===== src/rtl/cdb_pkg.sv =====
// ============================================================================
// Module      : cdb_pkg
// Description : Shared widths, lane record and source indices for the CDB.
// Revision    : 1.0 - initial release
// ============================================================================
`default_nettype none

package cdb_pkg;

    localparam int CDB_TAG_W  = 5;
    localparam int CDB_DATA_W = 32;
    localparam int CDB_SRC_W  = 3;

    localparam int SRC_ADD   = 0;
    localparam int SRC_LOGIC = 1;
    localparam int SRC_MUL   = 2;
    localparam int SRC_LOAD  = 3;
    localparam int SRC_STORE = 4;

    typedef struct packed {
        logic                  valid;
        logic [CDB_TAG_W-1:0]  tag;
        logic [CDB_DATA_W-1:0] val;
        logic [CDB_SRC_W-1:0]  src;
    } cdb_lane_t;

endpackage

`default_nettype wire


===== src/rtl/rr_pick.sv =====
// ============================================================================
// Module      : rr_pick
// Description : Returns the first set mask bit at or after i_ptr, wrapping.
// Revision    : 1.0 - initial release
// ============================================================================
`default_nettype none

module rr_pick #(
    parameter int N  = 5,
    parameter int IW = 3
) (
    input  logic [N-1:0]  i_mask,
    input  logic [IW-1:0] i_ptr,
    output logic [N-1:0]  o_onehot,
    output logic [IW-1:0] o_idx,
    output logic          o_vld
);

    logic [IW-1:0] w_pos;

    // Scan from the farthest offset down so the nearest hit overwrites the rest.
    always_comb begin
        o_onehot = '0;
        o_idx    = '0;
        o_vld    = 1'b0;
        w_pos    = '0;
        for (int k = N - 1; k >= 0; k--) begin
            w_pos = IW'((int'(i_ptr) + k) % N);
            if (i_mask[w_pos]) begin
                o_onehot        = '0;
                o_onehot[w_pos] = 1'b1;
                o_idx           = w_pos;
                o_vld           = 1'b1;
            end
        end
    end

endmodule

`default_nettype wire


===== src/rtl/cdb_rr_arbiter.sv =====
// ============================================================================
// Module      : cdb_rr_arbiter
// Description : Round-robin common data bus, NUM_SRC requesters onto NUM_BUSES lanes.
// Revision    : 1.0 - initial release
// ============================================================================
`default_nettype none

module cdb_rr_arbiter
    import cdb_pkg::*;
#(
    parameter int NUM_SRC   = 5,
    parameter int NUM_BUSES = 2,
    parameter int TAG_W     = CDB_TAG_W,
    parameter int DATA_W    = CDB_DATA_W,
    localparam int SW       = (NUM_SRC > 1) ? $clog2(NUM_SRC) : 1
) (
    input  logic                        clk,
    input  logic                        rst_n,
    input  logic                        flush,
    input  logic [NUM_SRC-1:0]          req,
    input  logic [NUM_SRC*TAG_W-1:0]    tag_in,
    input  logic [NUM_SRC*DATA_W-1:0]   val_in,
    output logic [NUM_SRC-1:0]          grant,
    output logic [NUM_BUSES-1:0]        bc_valid,
    output logic [NUM_BUSES*TAG_W-1:0]  bc_tag,
    output logic [NUM_BUSES*DATA_W-1:0] bc_val,
    output logic [NUM_BUSES*SW-1:0]     bc_src
);

    logic [NUM_BUSES:0][NUM_SRC-1:0]   w_mask;
    logic [NUM_BUSES-1:0][NUM_SRC-1:0] w_pick;
    logic [NUM_BUSES-1:0][SW-1:0]      w_idx;
    logic [NUM_BUSES-1:0]              w_vld;
    logic [NUM_BUSES-1:0][TAG_W-1:0]   w_lane_tag;
    logic [NUM_BUSES-1:0][DATA_W-1:0]  w_lane_val;
    logic [SW-1:0]                     w_ptr_nxt;
    logic                              w_active;

    logic [SW-1:0]                     r_ptr;
    logic [NUM_BUSES-1:0]              r_valid;
    logic [NUM_BUSES*TAG_W-1:0]        r_tag;
    logic [NUM_BUSES*DATA_W-1:0]       r_val;
    logic [NUM_BUSES*SW-1:0]           r_src;

    assign w_active  = rst_n & ~flush;
    assign w_mask[0] = req;

    // Each stage sees the requests left over after all earlier lanes picked.
    generate
        for (genvar k = 0; k < NUM_BUSES; k++) begin : g_lane
            rr_pick #(
                .N  (NUM_SRC),
                .IW (SW)
            ) u_pick (
                .i_mask   (w_mask[k]),
                .i_ptr    (r_ptr),
                .o_onehot (w_pick[k]),
                .o_idx    (w_idx[k]),
                .o_vld    (w_vld[k])
            );
            assign w_mask[k+1] = w_mask[k] & ~w_pick[k];
        end
    endgenerate

    assign grant = w_active ? (req & ~w_mask[NUM_BUSES]) : '0;

    always_comb begin
        w_lane_tag = '0;
        w_lane_val = '0;
        for (int k = 0; k < NUM_BUSES; k++) begin
            for (int s = 0; s < NUM_SRC; s++) begin
                w_lane_tag[k] = w_lane_tag[k] | ({TAG_W{w_pick[k][s]}}  & tag_in[s*TAG_W +: TAG_W]);
                w_lane_val[k] = w_lane_val[k] | ({DATA_W{w_pick[k][s]}} & val_in[s*DATA_W +: DATA_W]);
            end
        end
    end

    // Pointer moves just past the highest-numbered lane's winner.
    always_comb begin
        w_ptr_nxt = r_ptr;
        for (int k = 0; k < NUM_BUSES; k++) begin
            if (w_vld[k]) begin
                w_ptr_nxt = (w_idx[k] == SW'(NUM_SRC - 1)) ? '0 : w_idx[k] + 1'b1;
            end
        end
    end

    always_ff @(posedge clk) begin
        if (!rst_n) begin
            r_ptr   <= '0;
            r_valid <= '0;
            r_tag   <= '0;
            r_val   <= '0;
            r_src   <= '0;
        end else begin
            if (!flush) begin
                r_ptr <= w_ptr_nxt;
            end
            for (int k = 0; k < NUM_BUSES; k++) begin
                r_valid[k] <= w_vld[k] & ~flush;
                if (w_vld[k] && !flush) begin
                    r_tag[k*TAG_W +: TAG_W]   <= w_lane_tag[k];
                    r_val[k*DATA_W +: DATA_W] <= w_lane_val[k];
                    r_src[k*SW +: SW]         <= w_idx[k];
                end
            end
        end
    end

    assign bc_valid = r_valid;
    assign bc_tag   = r_tag;
    assign bc_val   = r_val;
    assign bc_src   = r_src;

endmodule

`default_nettype wire


===== config.mk =====
export PLATFORM = sky130hd
export DESIGN_NAME = cdb_rr_arbiter
export DESIGN_NICKNAME = d
export VERILOG_FILES = /design/src/rtl/cdb_pkg.sv /design/src/rtl/rr_pick.sv /design/src/rtl/cdb_rr_arbiter.sv
export SDC_FILE = /design/constraint.sdc
export NUM_CORES = 1
export LEC_CHECK = 0
export BUFFER_PORTS_ARGS = -buffer_cell sky130_fd_sc_hd__buf_2
export CORE_UTILIZATION = 30
export DETAILED_ROUTE_END_ITERATION = 8
export GPL_TIMING_DRIVEN = 0
export PLACE_DENSITY = 0.56
export SYNTH_ARGS = -nofsm -noshare
export SYNTH_HDL_FRONTEND = slang
export SYNTH_SLANG_ARGS = --single-unit

===== constraint.sdc =====
create_clock -name clk -period 17.8 [get_ports clk]
set_input_delay 0.89 -clock clk [delete_from_list [all_inputs] [get_ports clk]]
set_output_delay 0.89 -clock clk [all_outputs]
set_load 0.01 [all_outputs]

* Word level (Yosys, flattened, before mapping) *
Cells that the tools add are included.

word-level totals
  RAM bits = 0
  word-level logic and storage cells = 152
  bits of input ports = 193
  latch bits = 0
  flip-flop bits (word level) = 85
  output and inout port bits = 87
  memories = 0
  ROM bits = 0

operators by class
  $lt $le $gt $ge = 10
  add/sub/neg operators = 6
  div/mod/pow operators = 5
  reduce and logical (&&, ||, !) cells = 10
  multiply operators = 0
  mux-type cells = 65
  equality and inequality tests = 2
  bitwise gates (word level) = 46
  shift-type cells = 0

operators by type and width
  kind                   count
  $and 32x32->32         10
  $or 32x32->32          8
  $mod 32x4->32 const B  4
  $and 5x5->5            13
  $mux 5                 11
  $mux 3                 14
  $or 5x5->5             8
  $mod 4x4->32 const B   1
  $bmux 1 s3             10
  $mux 1                 25
  $lt 3x4->1 const B     5
  $demux 1 s3            5
  $ge 3x1->1 const B     5
  $not 5->5              3
  $add 3x2->4 const B    2
  $logic_and 1x1->1      7
  $add 3x1->3 const B    2
  $eq 3x3->1 const B     2
  $add 3x1->4 const B    1
  $add 3x3->4 const B    1
  $and 1x1->1            3
  $reduce_and 2->1       1
  $reduce_bool 2->1      1
  $logic_not 1->1        1
  $not 1->1              1

* Longest topological paths before layout *
  word-level depth = 25
  gate-level depth with buffers = 30
  mapped depth without buffers = 26

* Hierarchy *
Synthesis repeated with hierarchy kept, for this count alone.

second synthesis, totals
  cells, all modules = 1038
  area, all modules = 8565.7 µm²

by module, submodules not included
  module                      area each (µm²)  sequential area each (µm²)  times used  cells an instance
  cdb_rr_arbiter              4762.1           1701.6                      1           513
  rr_pick (g_lane[1].u_pick)  1965.6           0.0                         1           274
  rr_pick (g_lane[0].u_pick)  1838.0           0.0                         1           251

* Least setup slack after synthesis *
OpenSTA, ideal clock, no wires.

  kind = register to output
  from = reg r_ptr[0]
  to = out grant[4]
  stages on the path, launching flop included = 21
  buffers on the path = 5
  setup slack = 11.708 ns
  arrival time = 5.202 ns
  data required time = 16.910 ns
  cell sequence = dfxtp_1 > buf_4 > inv_2 > buf_1 > ha_1 > inv_1 > ha_1 > buf_2 > inv_1 > ha_1 > or3_1 > buf_2 > o211a_1 > a21oi_1 > xnor2_1 > nand3_1 > and3_2 > o41a_1 > o41ai_1 > clkbuf_1 > o211a_1

between the ends
  word-level cells in the longest chain between the ends = 25
  elaborated cells on any way between the ends = 71
  those cells by class = add/sub: 4; div: 5; order compare: 10; mux: 41; bitwise: 6; reduce/logical: 5

RTL lines
  item                                                                   line                  text
  start, declared                                                        cdb_rr_arbiter.sv:39  logic [SW-1:0] r_ptr;
  start signal, assigned                                                 cdb_rr_arbiter.sv:97  r_ptr <= w_ptr_nxt;
  $add 3x3->4                                                            rr_pick.sv:28         w_pos = IW'((int'(i_ptr) + k) % N);
  $mod 32x4->32                                                          rr_pick.sv:28
  $lt 3x4->1 (not written as such) / $ge 3x1->1 (equally long branches)  rr_pick.sv:31         o_onehot[w_pos] = 1'b1;
  $logic_and 1x1->1 (not written as such)                                rr_pick.sv:31
  $mux 1 (not written as such)                                           rr_pick.sv:31
  $demux 1 s3                                                            n/a
  $mux 5 (5 in a row)                                                    rr_pick.sv:29         if (i_mask[w_pos]) begin
  $not 5->5                                                              cdb_rr_arbiter.sv:61  assign w_mask[k+1] = w_mask[k] & ~w_pick[k];
  $and 5x5->5                                                            cdb_rr_arbiter.sv:61
  $bmux 1 s3                                                             rr_pick.sv:29
  $mux 1 (not written as such)                                           rr_pick.sv:29
  $mux 5 (5 in a row)                                                    rr_pick.sv:29
  $not 5->5                                                              cdb_rr_arbiter.sv:61
  $and 5x5->5 *                                                          cdb_rr_arbiter.sv:61
  $not 5->5 *                                                            cdb_rr_arbiter.sv:65  assign grant = w_active ? (req & ~w_mask[NUM_BUSES]) : '0;
  $and 5x5->5 *                                                          cdb_rr_arbiter.sv:65
  $mux 5 *                                                               cdb_rr_arbiter.sv:65
  end, declared                                                          cdb_rr_arbiter.sv:23  output logic [NUM_SRC-1:0] grant,

Mark *: on every way between the ends. The rest lies on a longest branch, timed or not. The select of a mux whose other input is x is not followed.

* Final worst setup path *
  from = reg r_ptr[0]
  to = out grant[3]

Same word-level chain as after synthesis.

==> impl_results.md <==
* Run status: complete, no violations
* Total Wirelength at 44.3 mm
* Final Setup Violations at 0
* Non-filler cells, final at 1,880
* Post-layout min period at 8230 ps
* DRC at 0
* CP max stage delay at 650 ps
* Routed vias/inst at 5.98
* RSZ-0062 raised after global routing: no
* Area added between synthesis and finish at 25.4%
* Total gr overflow at 0
* Vias in the first global route at 10.8k
* Clk root buf: clkbuf_16
* Count of cell types in the netlist at 91
* Seq pwr share at 0.106
* Die Height at 174 um
* First-pass iteration count of the detailed router at 5
* Crit Path Max Fanout at 13
* Clock Power Share at 0.071
* Hold Vio Cnt, Final at 0
* CP Capture Type: output pin
* Fmax at 122 MHz
* Iter 0 DRT Violations at 1,104
* Power Internal at 0.00129 W
* Synth Net Count at 1,398
* Post-DP HPWL at 34.6 mm
* Pwr per Cell Area at 275 nW/um^2
* Clk buf depth at 2
* Post-Synthesis Cells at 1,181
* Clock slew at reported path FFs at 70 ps
* Setup crit start kind: flip-flop
* Fin nets at 1,686
* Leading cell type in the layout, fill and taps excluded: buf_2
* Switching share of power at 0.576
* Final Worst Setup Slack at 9570 ps
* Share of cells above drive strength 1 at 0.255
* Commonest cells after routing, fill and taps aside: 295 x buf_2, 160 x nand2_1, 85 x dfxtp_1
* Comb pwr share at 0.822
* Hold WC Path Type: reg2reg
* Leakage power at 4.91 nW
* Post-synth EDFFs at 0
* Skew-Pair Late Insertion Delay at 360 ps
* Die Outline Area at 30,100 sq um
* Critical path arrival at 7340 ps
* Gr usage total at 0.285
* Wl on met1 at 18.8 mm
* Post-Layout Inst Area at 11,100 sq um
* Dpl ws at 9820 ps
* Core Region at 28,900 sq um
* Routed WL per cell at 23.5 um
* Post-CTS Setup Bufs at 0
* Fin Setup TNS at 0 ps
* Setup Crit Path Kind: reg2out
* Die width at 174 um
* TritonCTS clock tree: done
* Worst slew pin tran at 1090 ps
* Dpl cell area at 10,700 sq um
* First-pass GRT wire length at 65.5 mm
* Cell Area, Synth at 8830 sq um
* Clk_skew at 9.46 ps
* Yosys warning total at 0
* Cts hold-fix bufs at 0
* Relative slew slack at 0.268
* Vias at 11.2k
* Max Used Layer: met4
* Synthesis-stage register bit count at 85
* Syn_area_per_cell at 7.48 sq um
* Final ANT Viol Nets at 0
* IO Pins at 280
* Crit-path cells: buf_4, inv_2, buf_1, ha_1, buf_2, inv_1, buf_4, ha_1, inv_1, ha_1, nand2b_1, o211ai_1, nand4_1, mux2i_1, nand2_1, a21oi_1, o22ai_2, and2_1, nor2_1, a31oi_1, o31ai_1, clkbuf_1, o211a_1, buf_2
* CP max stage cell: dfxtp_1
* Placed Cells at 1,841
* Port Buffers at 276
* Initial core utilization at 0.306
* FP Rows at 62
* Ys flop type: dfxtp_1
* Worst path required time at 16,910 ps
* CTS buffer count at 9
* Final period util at 0.462
* Max IR drop VDD at 0.148 mV
* Cts repair resizes at 0
* Initial antenna violation count at 20
* Max H-tree Level at 3
* Largest net degree at the start of global routing at 16
* Sequential element share of the synthesized area at 0.193
* Switch Pwr at 0.00176 W
* Max cap viols at 0
* Clock sink total at 85
* Max Slew Vio Count at 0
* GP Congestion at 0.938
* Worst path most repeated cell: ha_1
* Pwr Total at 0.00305 W
* Post-synth ARST share at 0
* Metal3 WL at 3.39 mm
* Met2 WL at 19.9 mm
[power by group through the flow]
stage          clock network [W]  logic [W]  registers [W]
2_1_floorplan                  0    0.00165       0.000355
3_3_place_gp                   0    0.00245       0.000324
3_5_place_dp                   0    0.00245       0.000326
4_1_cts                 0.000220    0.00246       0.000323
5_1_grt                 0.000228    0.00270       0.000333
6_report                0.000217    0.00250       0.000324
[logic make-up after synthesis]
family,synth area share
compound gates,0.400
mux,0.0289
simple gates,0.251
xor+xnor,0.0127
flops,0.193
buf+inv,0.0812
fa+ha+maj,0.0340
[path summary, 6_finish.rpt]
path	slack, ps	to	start	cells past startpoint
setup / recovery	9570	grant[3]	r_ptr[0]	24
hold / removal	470	bc_src[3]	bc_src[3]	2
setup reg to reg	10150	r_ptr[1]	r_ptr[0]	26
hold reg to reg	470	bc_src[3]	bc_src[3]	2
[registers in the layout, indices dropped and copies added (netlist names)]
name	flops
bc_val	64
bc_tag	10
bc_src	6
r_ptr	3
bc_valid	2
[synthesized netlist by cell type, types with 6 or more instances]
cell,instances,share of area
a2111oi_0,33,0.033
a2111oi_4,8,0.025
a211oi_1,6,0.0051
a21o_1,6,0.0051
a21oi_1,67,0.038
a222oi_1,37,0.042
a22o_1,38,0.038
a31oi_1,49,0.035
and2_1,6,0.0043
and3_1,7,0.0050
buf_2,19,0.011
clkbuf_1,76,0.032
dfxtp_1,85,0.19
ha_1,24,0.034
inv_1,53,0.023
mux2_2,6,0.0076
mux2i_1,12,0.014
nand2_1,160,0.068
nand2b_1,50,0.035
nand3_1,18,0.010
nand4_1,80,0.057
nor2_1,35,0.015
nor2b_1,11,0.0078
nor3_1,11,0.0062
nor4_1,7,0.0050
o211a_1,46,0.052
o211ai_1,8,0.0068
o21a_1,6,0.0051
o21ai_0,64,0.036
o31ai_1,7,0.0059
or3_1,8,0.0057
xnor2_1,11,0.011
[routing by layer]
layer  up-vias  GRT usage
met5         -          0
met4         0      0.151
met3       120     0.0467
met2       610      0.448
met1      5320      0.373
li1       5195          -
[worst max-delay path, delay by kind of cell, from the launching register on]
kind / cells / cell delay [ps]
buf+inv: 9 / 2030
compound gates: 6 / 1580
simple gates: 5 / 1270
fa+ha+maj: 3 / 940
flops: 1 / 650
mux: 1 / 450
[layout make-up]
class,count,area (sq um)
Timing Repair Buffer,277,1390
Clock buffer,9,225
Sequential cell,85,1700
Inverter,57,214
Antenna cell,23,57.6
Fill cell,3194,17800
Tap cell,384,480
Clock inverter,6,96.3
Multi-Input combinational cell,929,6410
Buffer,110,503
[per-stage QoR]
stage	utilization	hold slack (ps)
after floorplan	-	479
after global placement	0.371	442
after detailed placement	0.371	458
after CTS	0.382	472
after global routing	0.383	491
final	0.384	470
No activity file was read; power rests on OpenSTA's default activity.
